$ cat config.mk
export PLATFORM = sky130hd
export DESIGN_NAME = hazard_ctrl
export DESIGN_NICKNAME = d
export VERILOG_FILES = /design/src/rtl/hazard_ctrl.sv
export SDC_FILE = /design/constraint.sdc
export NUM_CORES = 1
export LEC_CHECK = 0
export ABC_AREA = 1
export CAP_MARGIN = 5
export CORE_UTILIZATION = 30
export DETAILED_ROUTE_END_ITERATION = 7
export MAX_ROUTING_LAYER = met4
export PLACE_DENSITY = 0.65
export RECOVER_POWER = 100
export SYNTH_ARGS = -nofsm -noshare
export SYNTH_HDL_FRONTEND = slang
export SYNTH_SLANG_ARGS = --single-unit
$ cat constraint.sdc
create_clock -name CLK -period 2.9 [get_ports CLK]
set_input_delay 0.29 -clock CLK [delete_from_list [all_inputs] [get_ports CLK]]
set_output_delay 0.29 -clock CLK [all_outputs]
set_load 0.005 [all_outputs]
$ cat src/rtl/hazard_ctrl.sv
// Pipeline sequencer for the 5-stage core: per-cycle en/flush of every pipeline latch by fixed priority.
// Enables are combinational off current inputs; halt, wdog_err and stall_cnt are registered.
module hazard_ctrl #(
    parameter int REG_W       = 5,
    parameter int WDOG_CYCLES = 1024
) (
    input  logic             CLK,
    input  logic             RST,
    input  logic             ihit,
    input  logic             dhit,
    input  logic             mem_ren,
    input  logic             mem_wen,
    input  logic             mem_redirect,
    input  logic             mem_halt,
    input  logic             ex_ren,
    input  logic [REG_W-1:0] ex_rd,
    input  logic [REG_W-1:0] id_rs,
    input  logic [REG_W-1:0] id_rt,
    input  logic             id_uses_rt,
    output logic             pc_en,
    output logic             ifid_en,
    output logic             ifid_flush,
    output logic             idex_en,
    output logic             idex_flush,
    output logic             exmem_en,
    output logic             exmem_flush,
    output logic             memwb_en,
    output logic             memwb_flush,
    output logic             halt,
    output logic             wdog_err,
    output logic [31:0]      stall_cnt
);

    typedef enum logic [1:0] {
        RUN,
        DSTALL,
        HALT_DRAIN,
        HALTED
    } state_t;

    localparam int CW = $clog2(WDOG_CYCLES + 1);
    localparam logic [CW-1:0] WDOG_MAX = CW'(WDOG_CYCLES);

    state_t          state_q, state_d;
    logic [CW-1:0]   wdog_cnt_q, wdog_cnt_d;
    logic            wdog_err_q, wdog_err_d;
    logic            halt_q, halt_d;
    logic [31:0]     stall_cnt_q, stall_cnt_d;

    logic dreq, dwait, lu, active;

    assign dreq   = mem_ren | mem_wen;
    assign dwait  = dreq & ~dhit;
    assign lu     = ex_ren && (ex_rd != '0) &&
                    ((ex_rd == id_rs) || (id_uses_rt && (ex_rd == id_rt)));
    assign active = (state_q == RUN) || (state_q == DSTALL);

    always_comb begin
        pc_en       = 1'b0;
        ifid_en     = 1'b0;
        ifid_flush  = 1'b0;
        idex_en     = 1'b0;
        idex_flush  = 1'b0;
        exmem_en    = 1'b0;
        exmem_flush = 1'b0;
        memwb_en    = 1'b0;
        memwb_flush = 1'b0;
        state_d     = state_q;

        case (state_q)
            RUN, DSTALL: begin
                state_d = RUN;
                if (dwait) begin
                    memwb_flush = 1'b1;
                    state_d     = DSTALL;
                end else if (mem_redirect) begin
                    pc_en       = 1'b1;
                    ifid_flush  = 1'b1;
                    idex_flush  = 1'b1;
                    exmem_flush = 1'b1;
                    memwb_en    = 1'b1;
                end else if (mem_halt) begin
                    ifid_flush  = 1'b1;
                    idex_flush  = 1'b1;
                    exmem_flush = 1'b1;
                    memwb_en    = 1'b1;
                    state_d     = HALT_DRAIN;
                end else if (lu) begin
                    idex_flush  = 1'b1;
                    exmem_en    = 1'b1;
                    memwb_en    = 1'b1;
                end else if (!ihit) begin
                    ifid_flush  = 1'b1;
                    idex_en     = 1'b1;
                    exmem_en    = 1'b1;
                    memwb_en    = 1'b1;
                end else begin
                    pc_en       = 1'b1;
                    ifid_en     = 1'b1;
                    idex_en     = 1'b1;
                    exmem_en    = 1'b1;
                    memwb_en    = 1'b1;
                end
            end
            HALT_DRAIN: begin
                memwb_en = 1'b1;
                state_d  = HALTED;
            end
            default: state_d = HALTED;
        endcase

        // Reset forces every latch idle regardless of the decode above.
        if (RST) begin
            pc_en       = 1'b0;
            ifid_en     = 1'b0;
            ifid_flush  = 1'b0;
            idex_en     = 1'b0;
            idex_flush  = 1'b0;
            exmem_en    = 1'b0;
            exmem_flush = 1'b0;
            memwb_en    = 1'b0;
            memwb_flush = 1'b0;
        end
    end

    always_comb begin
        wdog_err_d  = wdog_err_q;
        wdog_cnt_d  = '0;
        if (active && dwait) begin
            wdog_cnt_d = (wdog_cnt_q == WDOG_MAX) ? wdog_cnt_q : wdog_cnt_q + 1'b1;
            if (wdog_cnt_d == WDOG_MAX) wdog_err_d = 1'b1;
        end
        halt_d      = halt_q | (state_d == HALTED);
        stall_cnt_d = stall_cnt_q + 32'((active && !pc_en) ? 1 : 0);
    end

    always_ff @(posedge CLK) begin
        if (RST) begin
            state_q     <= RUN;
            wdog_cnt_q  <= '0;
            wdog_err_q  <= 1'b0;
            halt_q      <= 1'b0;
            stall_cnt_q <= '0;
        end else begin
            state_q     <= state_d;
            wdog_cnt_q  <= wdog_cnt_d;
            wdog_err_q  <= wdog_err_d;
            halt_q      <= halt_d;
            stall_cnt_q <= stall_cnt_d;
        end
    end

    assign halt      = halt_q;
    assign wdog_err  = wdog_err_q;
    assign stall_cnt = stall_cnt_q;

endmodule

==> flow_summary.toml <==
[critical_path]
r2r_slack_ps = 620
worstPathCellList = "clkdlybuf4s50_1, or2_2, a21oi_2, nand3_1, nand2_1, nand2_2, nand2_2, a21oi_2, nor2_1, ha_2, ha_4, nand2_2, nor2_4, nand2_2, nor2_4, nand2_4, nor3_4, nand3_2, o21ai_2, nor2_1"
crit_fanout = 4
slowest_delay_ps = 420
cp.buffers_inverters = 1
worstSetupPathType = "in2reg"
endpoint_kind = "register"
crit_path_frequent_cell = "nand2_2"
cp_data_arrival_time_ps = 2960
startpoint_type = "input pin"
cp-startpoint = "id_rs[1]"
r2r_cells = 15
crit_required_ps = 3090
r2r-end = "stall_cnt[24]"
cp_slowest_cell = "clkdlybuf4s50_1"
cp.depth = 20
r2r_start = "state_q[1]"
path_delay_family = "simple AND/OR/NAND/NOR gates"

[sta]
fin_crit_sh = 0.953
period_minus_slack_ps = 2760
final-setup-viol-count = 0
hold_viol = 0
setup_tns_ps = 0
drv_slew = 0
clock.fmax_mhz = 362
finClkSkew_ps = 11.2
slew_headroom = 0.704
worst_pin_slew_ps = 443

[finish]
nets = 497
diodes = 0
stdcell_count = 573
drive_gt1_frac = 0.132
final_util = 0.438
fin_area_um2 = 3670
fillCellCount = 833
areaGrowthSynthToFinish_pct = 38.0

[yosys]
synthFlopType = "dfxtp_1"
syn_nets = 417
synth_area_leader_cell = "dfxtp_1"
avgSynthCellArea_um2 = 6.86
ys_types = 32
synth_area_leaders = "dfxtp_1, nand2_1, inv_1, nor2_1, nand3_1"
synth_seq_cells = 47
ys_async_sr_fraction = 0
yosysWarningCount = 0
syn_inst = 388
seq_area_frac_synth = 0.354
synth_area_um2 = 2660
yosysTopAreaCellShare = 0.354
synth_enable_flop_cells = 0
yosys.cell_count.top_type = "nand2_1"
synthTopCellsByCount = "nand2_1, inv_1, nor2_1"

[run]
maxCapViolations = 0

[power]
power_uw = 1210
cellPowerDensity_nw_per_um2 = 331
p_leak_uw = 0.00159
vdd_ir_drop_max_uv = 198

[global_routing]
grt_pass1_wl_mm = 10.8
antenna_found_initial = 0
grt_pass1_vias = 2443
grt_max_degree = 28
gr-usage-all-layers = 0.153
grt-ovfl-total = 0

[place]
hpwl_mm = 5.18
place.port_buffers = 67
placed_area_um2 = 3530
post-place-cells = 566
place_congestion = 0.883

[detailed_routing]
num_vias = 2677
routed_wl_mm = 6.65
drt_iter0_drc = 130
firstDrtPassIters = 6
wl_per_cell_um = 11.6
antenna_left = 0
routed_via_density = 4.67
drc_errors = 0

[cts]
cts.hold.buffers_added = 0
cts_buffers = 5
cts_sinks = 47
cts_tree = "done"
clk_pin_slew_worst_paths_ps = 90
clockBufferDepth = 2
root_buffer = "clkbuf_8"
clk_latency_ps = 300
htreeDepth = 2
postCtsSetupBuffers = 0

[min_path]
hold_start = "wdog_err"
holdPathEnd = "wdog_err"
hold_path_class = "reg2reg"
hold_depth = 2

[floorplanning]
dieWidth_um = 96.2
die_area_um2 = 9250
die_h_um = 96.2
coreArea_um2 = 8380
start_util = 0.318
ios = 68
rows = 33

[outcome]
outcome = "complete, no violations"
## registers in the layout (all words and copies together) (netlist names)
register and flops:
wdog_cnt_q 11, state_q 2, stall_cnt 32, halt 1, wdog_err 1
## worst max path at each step
stage / endpoint / slack (ps)
after floorplan: stall_cnt[26] / 370
after global placement: stall_cnt[30] / -100
after detailed placement: stall_cnt[30] / -160
after CTS: stall_cnt[30] / 160
after global routing: stall_cnt[24] / -7
final: stall_cnt[24] / 140
## repair_timing
action	CTS	global route
gates resized for setup	0	15
setup endpoints to repair	0	8
hold endpoints to repair	0	0
## worst register-to-register path: cells and delay by family, from the launching register on
family	cells	cell delay [ps]
adders and majority gates	2	350
buffers and inverters	1	100
AOI/OAI and AO/OA	2	170
and+or+nand+nor	10	1120
DFF	1	450
## cells in the final DEF, fill, tap and decap left out, drive strengths merged, types with 3 or more instances in the layout
cell            n
ha              4
nand2          73
a21oi          23
o21ai          14
xor2           11
nand3          29
inv            63
clkbuf          6
nand4           9
dlygate4sd3    35
nor3b           3
buf            11
or2             3
nor3           25
dfxtp          47
xnor2           4
nor2           66
clkdlybuf4s50  30
## routing by layer
metal / part of all wire / GRT usage / up-vias
met3: 0.029 / 0.0253 / 8
met5: 0 / - / -
met2: 0.47 / 0.247 / 48
met4: 0.012 / 0.0473 / 0
li1: - / - / 1399
met1: 0.49 / 0.195 / 1222
## report_power, final
part	switching [uW]	internal (uW)
clock	216	188
sequential	9.91	654
combinational	66.6	80.6
total	292	923
## area by class of cell
class	instances	area (um^2)	area share
clock buffers	6	82.6	0.0225
clock inverters	1	5.00	0.00136
inverters	63	236	0.0644
multi-input cells	273	1520	0.413
flip-flops and latches	47	941	0.256
well taps	105	131	0.0358
repair buffers	78	758	0.206
## cell families after synthesis
| logic type | Yosys count | share of synthesized area |
|---|---|---|
| AND/OR/NAND/NOR | 212 | 0.399 |
| buffers and inverters | 68 | 0.0959 |
| flip-flops | 47 | 0.354 |
| AO/OA/AOI/OAI | 42 | 0.0832 |
| XOR/XNOR | 15 | 0.0494 |
| adder cells (fa/ha/maj) | 4 | 0.0188 |
## metrics by stage
step / worst slack (ps) / hold slack (ps)
2_1_floorplan: 373 / 447
5_1_grt: -7.16 / 479
3_5_place_dp: -165 / 460
6_report: 137 / 471
3_3_place_gp: -102 / 451
4_1_cts: 157 / 476
Power figures use the tool's default switching activity.
